[config.mk]
export PLATFORM = sky130hd
export DESIGN_NAME = instruction_fetch_unit
export DESIGN_NICKNAME = d
export VERILOG_FILES = /design/src/rtl/instruction_fetch_unit.sv
export SDC_FILE = /design/constraint.sdc
export NUM_CORES = 1
export LEC_CHECK = 0
export ABC_CLOCK_PERIOD_IN_PS = 4700
export CAP_MARGIN = 20
export CORE_MARGIN = 3
export CORE_UTILIZATION = 52
export CTS_CLUSTER_DIAMETER = 200
export DETAILED_ROUTE_END_ITERATION = 10
export PLACE_DENSITY = 0.79
export SYNTH_ARGS = -nofsm -noshare
export SYNTH_HDL_FRONTEND = slang
export SYNTH_SLANG_ARGS = --single-unit
[constraint.sdc]
create_clock -name clk -period 4.7 [get_ports clk]
set_input_delay 0.47 -clock clk [delete_from_list [all_inputs] [get_ports clk]]
set_output_delay 0.47 -clock clk [all_outputs]
set_load 0.05 [all_outputs]
[src/rtl/instruction_fetch_unit.sv]
// Instruction fetch front end.
// Drives the fetch PC to a 1-cycle synchronous instruction memory, tags the
// returned word with its PC, and buffers it in a 2-entry queue that feeds
// decode over valid/ready. A redirect from execute flushes every wrong-path
// fetch and restarts at the aligned target.
module instruction_fetch_unit #(
  parameter logic [31:0] RESET_PC = 32'h0000_0000
) (
  input  logic        clk,
  input  logic        rst,
  input  logic        redirect_valid,
  input  logic [31:0] redirect_pc,
  output logic [31:0] imem_pc,
  input  logic [31:0] imem_instr,
  output logic        if_valid,
  output logic [31:0] if_pc,
  output logic [31:0] if_instr,
  input  logic        id_ready
);

  typedef struct packed {
    logic [31:0] pc;
    logic [31:0] instr;
  } fetch_ent_t;

  logic [31:0]      fpc_q;     // next fetch PC
  logic             req_v_q;   // a read is in flight, data arrives this cycle
  logic [31:0]      req_pc_q;  // PC of the in-flight read
  fetch_ent_t [1:0] buf_q;     // entry 0 is always the head
  logic [1:0]       cnt_q;

  logic [31:0] redir_pc;
  logic        pop;
  logic        push;
  logic        issue;
  logic [2:0]  occ;
  fetch_ent_t  rsp;

  assign redir_pc = {redirect_pc[31:2], 2'b00};
  assign rsp      = '{pc: req_pc_q, instr: imem_instr};

  // Outputs, handshake and issue decision. Reset gates the outputs so the
  // reset cycle shows a clean, idle interface even mid-operation.
  always_comb begin
    if_valid = !rst && (cnt_q != 2'd0) && !redirect_valid;
    if_pc    = rst ? 32'h0 : buf_q[0].pc;
    if_instr = rst ? 32'h0 : buf_q[0].instr;
    imem_pc  = rst ? RESET_PC : (redirect_valid ? redir_pc : fpc_q);
    pop      = if_valid && id_ready;
    push     = req_v_q && !redirect_valid;
    // Entries that will be held after this edge, counting the in-flight
    // read as already buffered; a new read only fits if at most one remains.
    occ      = {1'b0, cnt_q} + {2'b00, req_v_q} - {2'b00, pop};
    issue    = (occ <= 3'd1);
  end

  // Fetch PC and the single outstanding memory request.
  always_ff @(posedge clk) begin
    if (rst) begin
      fpc_q    <= RESET_PC;
      req_v_q  <= 1'b0;
      req_pc_q <= 32'h0;
    end else if (redirect_valid) begin
      req_v_q  <= 1'b1;
      req_pc_q <= redir_pc;
      fpc_q    <= redir_pc + 32'd4;
    end else begin
      req_v_q <= issue;
      if (issue) begin
        req_pc_q <= fpc_q;
        fpc_q    <= fpc_q + 32'd4;
      end
    end
  end

  // Two-entry shifting queue; head stays in entry 0 so the outputs need no mux.
  always_ff @(posedge clk) begin
    if (rst) begin
      buf_q <= '0;
      cnt_q <= 2'd0;
    end else if (redirect_valid) begin
      cnt_q <= 2'd0;
    end else begin
      case ({push, pop})
        2'b10: begin
          buf_q[cnt_q[0]] <= rsp;
          cnt_q           <= cnt_q + 2'd1;
        end
        2'b01: begin
          buf_q[0] <= buf_q[1];
          cnt_q    <= cnt_q - 2'd1;
        end
        2'b11: begin
          if (cnt_q == 2'd2) begin
            buf_q[0] <= buf_q[1];
            buf_q[1] <= rsp;
          end else begin
            buf_q[0] <= rsp;
          end
        end
        default: ;
      endcase
    end
  end

endmodule
Word-level counts from Yosys, hierarchy flattened
Cells that the tools add are included.
- multiplexer cells: 17
- bitwise operators: 1
- eq/ne operators: 5
- add/sub/neg operators: 6
- $lt $le $gt $ge: 3
- reduce and logical (&&, ||, !) cells: 15
- operators by type and width (kind ; count):
    32-bit 2-to-1 mux ; 8
    64-bit 2-to-1 mux ; 3
    64-bit one-hot mux with 3 select lines ; 1
    128-bit bitwise mux ; 1
    64-bit one-hot mux with 2 select lines ; 1
    32-bit by 3-bit adder with 32-bit output, second input constant ; 2
    64-bit demux with 1-bit select ; 1
    2-bit nonzero test ; 4
    2-bit equality test, second input constant ; 3
    1-bit logical AND ; 5
    2-bit one-hot mux with 2 select lines ; 1
    2-bit by 1-bit adder with 3-bit output ; 1
    3-bit by 1-bit less-or-equal comparator with 1-bit output, second input constant ; 1
    3-bit AND reduction ; 1
    3-bit nonzero test ; 1
    3-bit by 1-bit subtractor with 3-bit output ; 1
    2-bit by 1-bit adder with 2-bit output, second input constant ; 1
    2-bit by 1-bit equality test with 1-bit output, second input constant ; 1
    1-bit zero test ; 2
    1-bit by 2-bit < comparator with 1-bit output, second input constant ; 1
    2-bit != test, second input constant ; 1
    2-bit AND reduction ; 1
    2-bit OR reduction ; 1
    2-bit by 1-bit subtractor with 2-bit output, second input constant ; 1
    3 further kinds ; 3
- logic and storage cells: 56
- bits in registers: 195
- output and inout port bits: 97
- bits of input ports: 68

Longest topological paths before layout
- word-level depth: 8
- depth in mapped cells: 19
- mapped depth without buffers: 13

Least setup slack after synthesis
OpenSTA, ideal clock, no wires.
- kind: input-to-reg
- start: in redirect_valid
- end: reg fpc_q[6]
- setup time: 86 ps
- setup slack: 689 ps
- arrival time: 3926 ps
- required time: 4614 ps
- stages on the path: 19
- path buffers: 6
- cells stage by stage: buf_6 > or2_2 > clkbuf_1 > or3b_2 > inv_2 > buf_2 > buf_2 > ha_1 > inv_1 > ha_1 > fa_1 > xor2_1 > nand2b_1 > clkbuf_1 > buf_1 > nor2_1 > xor2_1 > nor2_1 > a211oi_1
- cells in the longest elaborated chain, start to end: 6
- elaborated cells on any way between the ends: 7
- classes of those cells: add/sub (1); order compare (1); mux (1); reduce/logical (4)
- RTL lines (what ; line ; source):
    start, declared ; 11 ; input logic redirect_valid,
    1-bit zero test ; 45 ; if_valid = !rst && (cnt_q != 2'd0) && !redirect_valid;
    1-bit logical AND ; 45 ;
    1-bit logical AND ; 49 ; pop = if_valid && id_ready;
    3-bit by 1-bit subtractor with 3-bit output ; 53 ; occ = {1'b0, cnt_q} + {2'b00, req_v_q} - {2'b00, pop};
    3-bit by 1-bit less-or-equal comparator with 1-bit output ; 54 ; issue = (occ <= 3'd1);
    2-bit nonzero test (no source line) ; - ;
    end signal, assigned ; 66 ; fpc_q <= redir_pc + 32'd4;
    end signal, assigned ; 71 ; fpc_q <= fpc_q + 32'd4;
    end, declared ; 26 ; logic [31:0] fpc_q;
Several ways; a longest one is shown, not always the timed one.
A chain may end at the register's enable or synchronous reset.

Final worst setup path
- start: in redirect_valid
- end: reg fpc_q[28]
Same word-level chain as after synthesis.

==> summary.txt <==
Worst-Margin Slew = 1069 ps
GRT overflow = 0
first-pass GRT wire length = 42640 um
fin crit period = 3496 ps
Synth warnings = 0
critical path startpoint = redirect_valid
Initial DRT Pass Iterations = 6
Post-synth EDFFs = 0
IO Count = 165
outcome = finished, final reports clean
cell-internal power = 2.646 mW
Clock Path Buffers = 2
final wirelength = 26520 um
Final Wtd Congestion = 0.8659
Hold Buf Count CTS = 0
sequential share of the synthesized area = 0.3975
largest family of logic cells by synthesized area = simple AND/OR/NAND/NOR gates
FP Rows = 48
vias in the first global route = 8245
Leakage = 4.292 nW
Pins Over Slew Limit = 0
drt wl/cell = 16.83 um
Vias = 9240
DRT antenna net count = 0
# Post-CTS Setup Buffers = 0
CP Capture Type = flop
# port buffers = 160
top_reg_cell synth = dfxtp_1
pin count of the biggest net entering global routing = 100
Reg2Reg Depth = 12
ys async rst share = 0
final net count = 1412
initial core utilization = 0.5399
Max-slew headroom = 0.2856
fraction of the mapped netlist area in simple logic gates = 0.2611
CTS tree = done
TritonCTS Buffers = 17
clock network power share = 0.402
clock skew = 16.73 ps
Final TNS setup = 0 ps
CTS resizes = 0
Synth top area share = 0.3975
Hold Crit Depth = 2
die area = 19860 sq um
Hold Vio Cnt, Final = 0
CP arrival = 3880 ps
Crit Reg-Reg Startpoint = cnt_q[0]
WP data required = 5080 ps
Register Area = 3764 sq um
Total GRT Usage = 0.2619
Logic pwr share = 0.137
Core Area = 17540 sq um
Hold WC Path Type = in2reg
dominant cells by area after synthesis = dfxtp_1 40%, nand2_1 10%, a21oi_1 9.3%
die height = 140.9 um
max_cap viols = 0
Starting DRT DRC Count = 822
Net Sw Frac = 0.2814
synthesized area = 9468 sq um
fill count = 1529
PwrDens = 312.6 nW/um^2
Synth Instances = 1235
multi-input logic area = 5259 sq um
initial antenna violation count = 1
ratio of cells with drive above 1 in the final layout = 0.05411
critical path peak fanout = 99
Avg Cell Area, Syn = 7.666 sq um
DP HPWL = 17350 um
CTS root buf = clkbuf_16
DRC violations left = 0
Post-Synth Adder-Cell Area = 0.01137
CP Launch Type = input port
Reg power frac = 0.461
Worst-path clk slew = 80 ps
worst hold start = redirect_valid
Synth area leader = dfxtp_1
flops & latches, synth = 188
switching power = 1.036 mW
Netlist cell types = 55
mux cell area share after synthesis = 0.03092
period utilisation layout = 0.7438
Crit Path Category = in2reg
# clock sinks = 188
Peak Freq = 0.2860 GHz
worst skew pair latency = 440 ps
synth-to-layout area growth = 24.37%
Die X = 140.9 um
setup violators final = 0
Final Hold Slack = 293.3 ps
xor and xnor area share after synthesis = 0.03608
Max VDD drop = 288.0 uV
RSZ-0062 raised after global routing = no
Synth Area in Compound Gates = 0.2122
H-Tree Depth = 4
Vias/cell = 5.867
power by group through the flow:
stage / clock network, mW / registers (mW) / logic (mW)
after floorplan: 0 / 1.71 / 0.326
after global routing: 1.57 / 1.70 / 0.543
after global placement: 0 / 1.73 / 0.490
after CTS: 1.50 / 1.69 / 0.500
final: 1.48 / 1.70 / 0.504
after detailed placement: 0 / 1.73 / 0.498
cell families after synthesis:
kind of cell / Yosys count
AND/OR/NAND/NOR: 530
flip-flops: 188
buffers and inverters: 113
XOR/XNOR: 39
multiplexers: 29
adder cells (fa/ha/maj): 8
other: 1
AO/OA/AOI/OAI: 327
cell usage after synthesis, types with 9 or more instances:
master	instances
clkbuf_1	76
o21ai_0	17
nand3_1	55
buf_2	15
nand2_1	255
nand4_1	12
inv_1	9
nor2b_1	64
nand3b_1	12
a22o_1	18
xor2_1	18
a21oi_1	175
mux2i_1	27
a21o_1	18
dfxtp_1	188
a211oi_1	24
xnor2_1	21
nor2_1	82
and2_1	16
o31ai_1	49
layer usage:
layer,track usage,share of wire,vias up
met1,0.3721,0.45,4331
met4,0.08312,0.018,0
met2,0.4090,0.47,391
li1,-,-,4475
met3,0.04240,0.071,43
met5,0,0,-
area by class of cell:
type | count | area share
timing repair buffer | 184 | 0.1544
tap | 225 | 0.02391
inverter | 10 | 0.003188
sequential | 188 | 0.3196
antenna | 1 | 0.0002125
clock buffer | 17 | 0.03613
multi-input combinational | 935 | 0.4466
clock inverter | 15 | 0.01594
worst max-delay path: stages:
cell       delay, ps
buf_4            140
buf_4            780
mux2i_1          340
inv_1            120
ha_1             220
and4_1           240
a2bb2oi_1        230
buf_4            230
nand4_1          220
or4_1            540
a31oi_1          170
o21a_1           130
placed cells by master (no fill, tap or decap), drive strengths merged, types with 26 or more instances in the layout:
cell type,instances
dfxtp,188
mux2i,27
nand3,56
buf,26
nor2,82
nand2,255
a21oi,175
o31ai,49
clkdlybuf4s50,158
nor2b,64
stage by stage:
stage	power (mW)	utilization	worst slack, ps	cells	cell area (sq um)
final	3.681	0.6714	1204	1575	11780
after detailed placement	2.229	0.6359	524.7	1541	11150
after global routing	3.817	0.6714	992.1	1575	11780
after CTS	3.691	0.6709	992.1	1573	11770
after global placement	2.219	0.6359	575.7	1541	11150
after floorplan	2.038	-	688.8	1236	9472
path summary, 6_finish.rpt:
check | slack, ps | to
hold / removal | 290 | fpc_q[10]
setup / recovery | 1200 | fpc_q[28]
hold reg to reg | 450 | buf_q[11]
setup reg to reg | 1300 | fpc_q[6]
flip-flops by register name (all words and copies together) (netlist names):
register	count
req_pc_q	30
cnt_q	2
fpc_q	30
req_v_q	1
buf_q	125
Note: power is estimated with default switching activity, not from simulation.
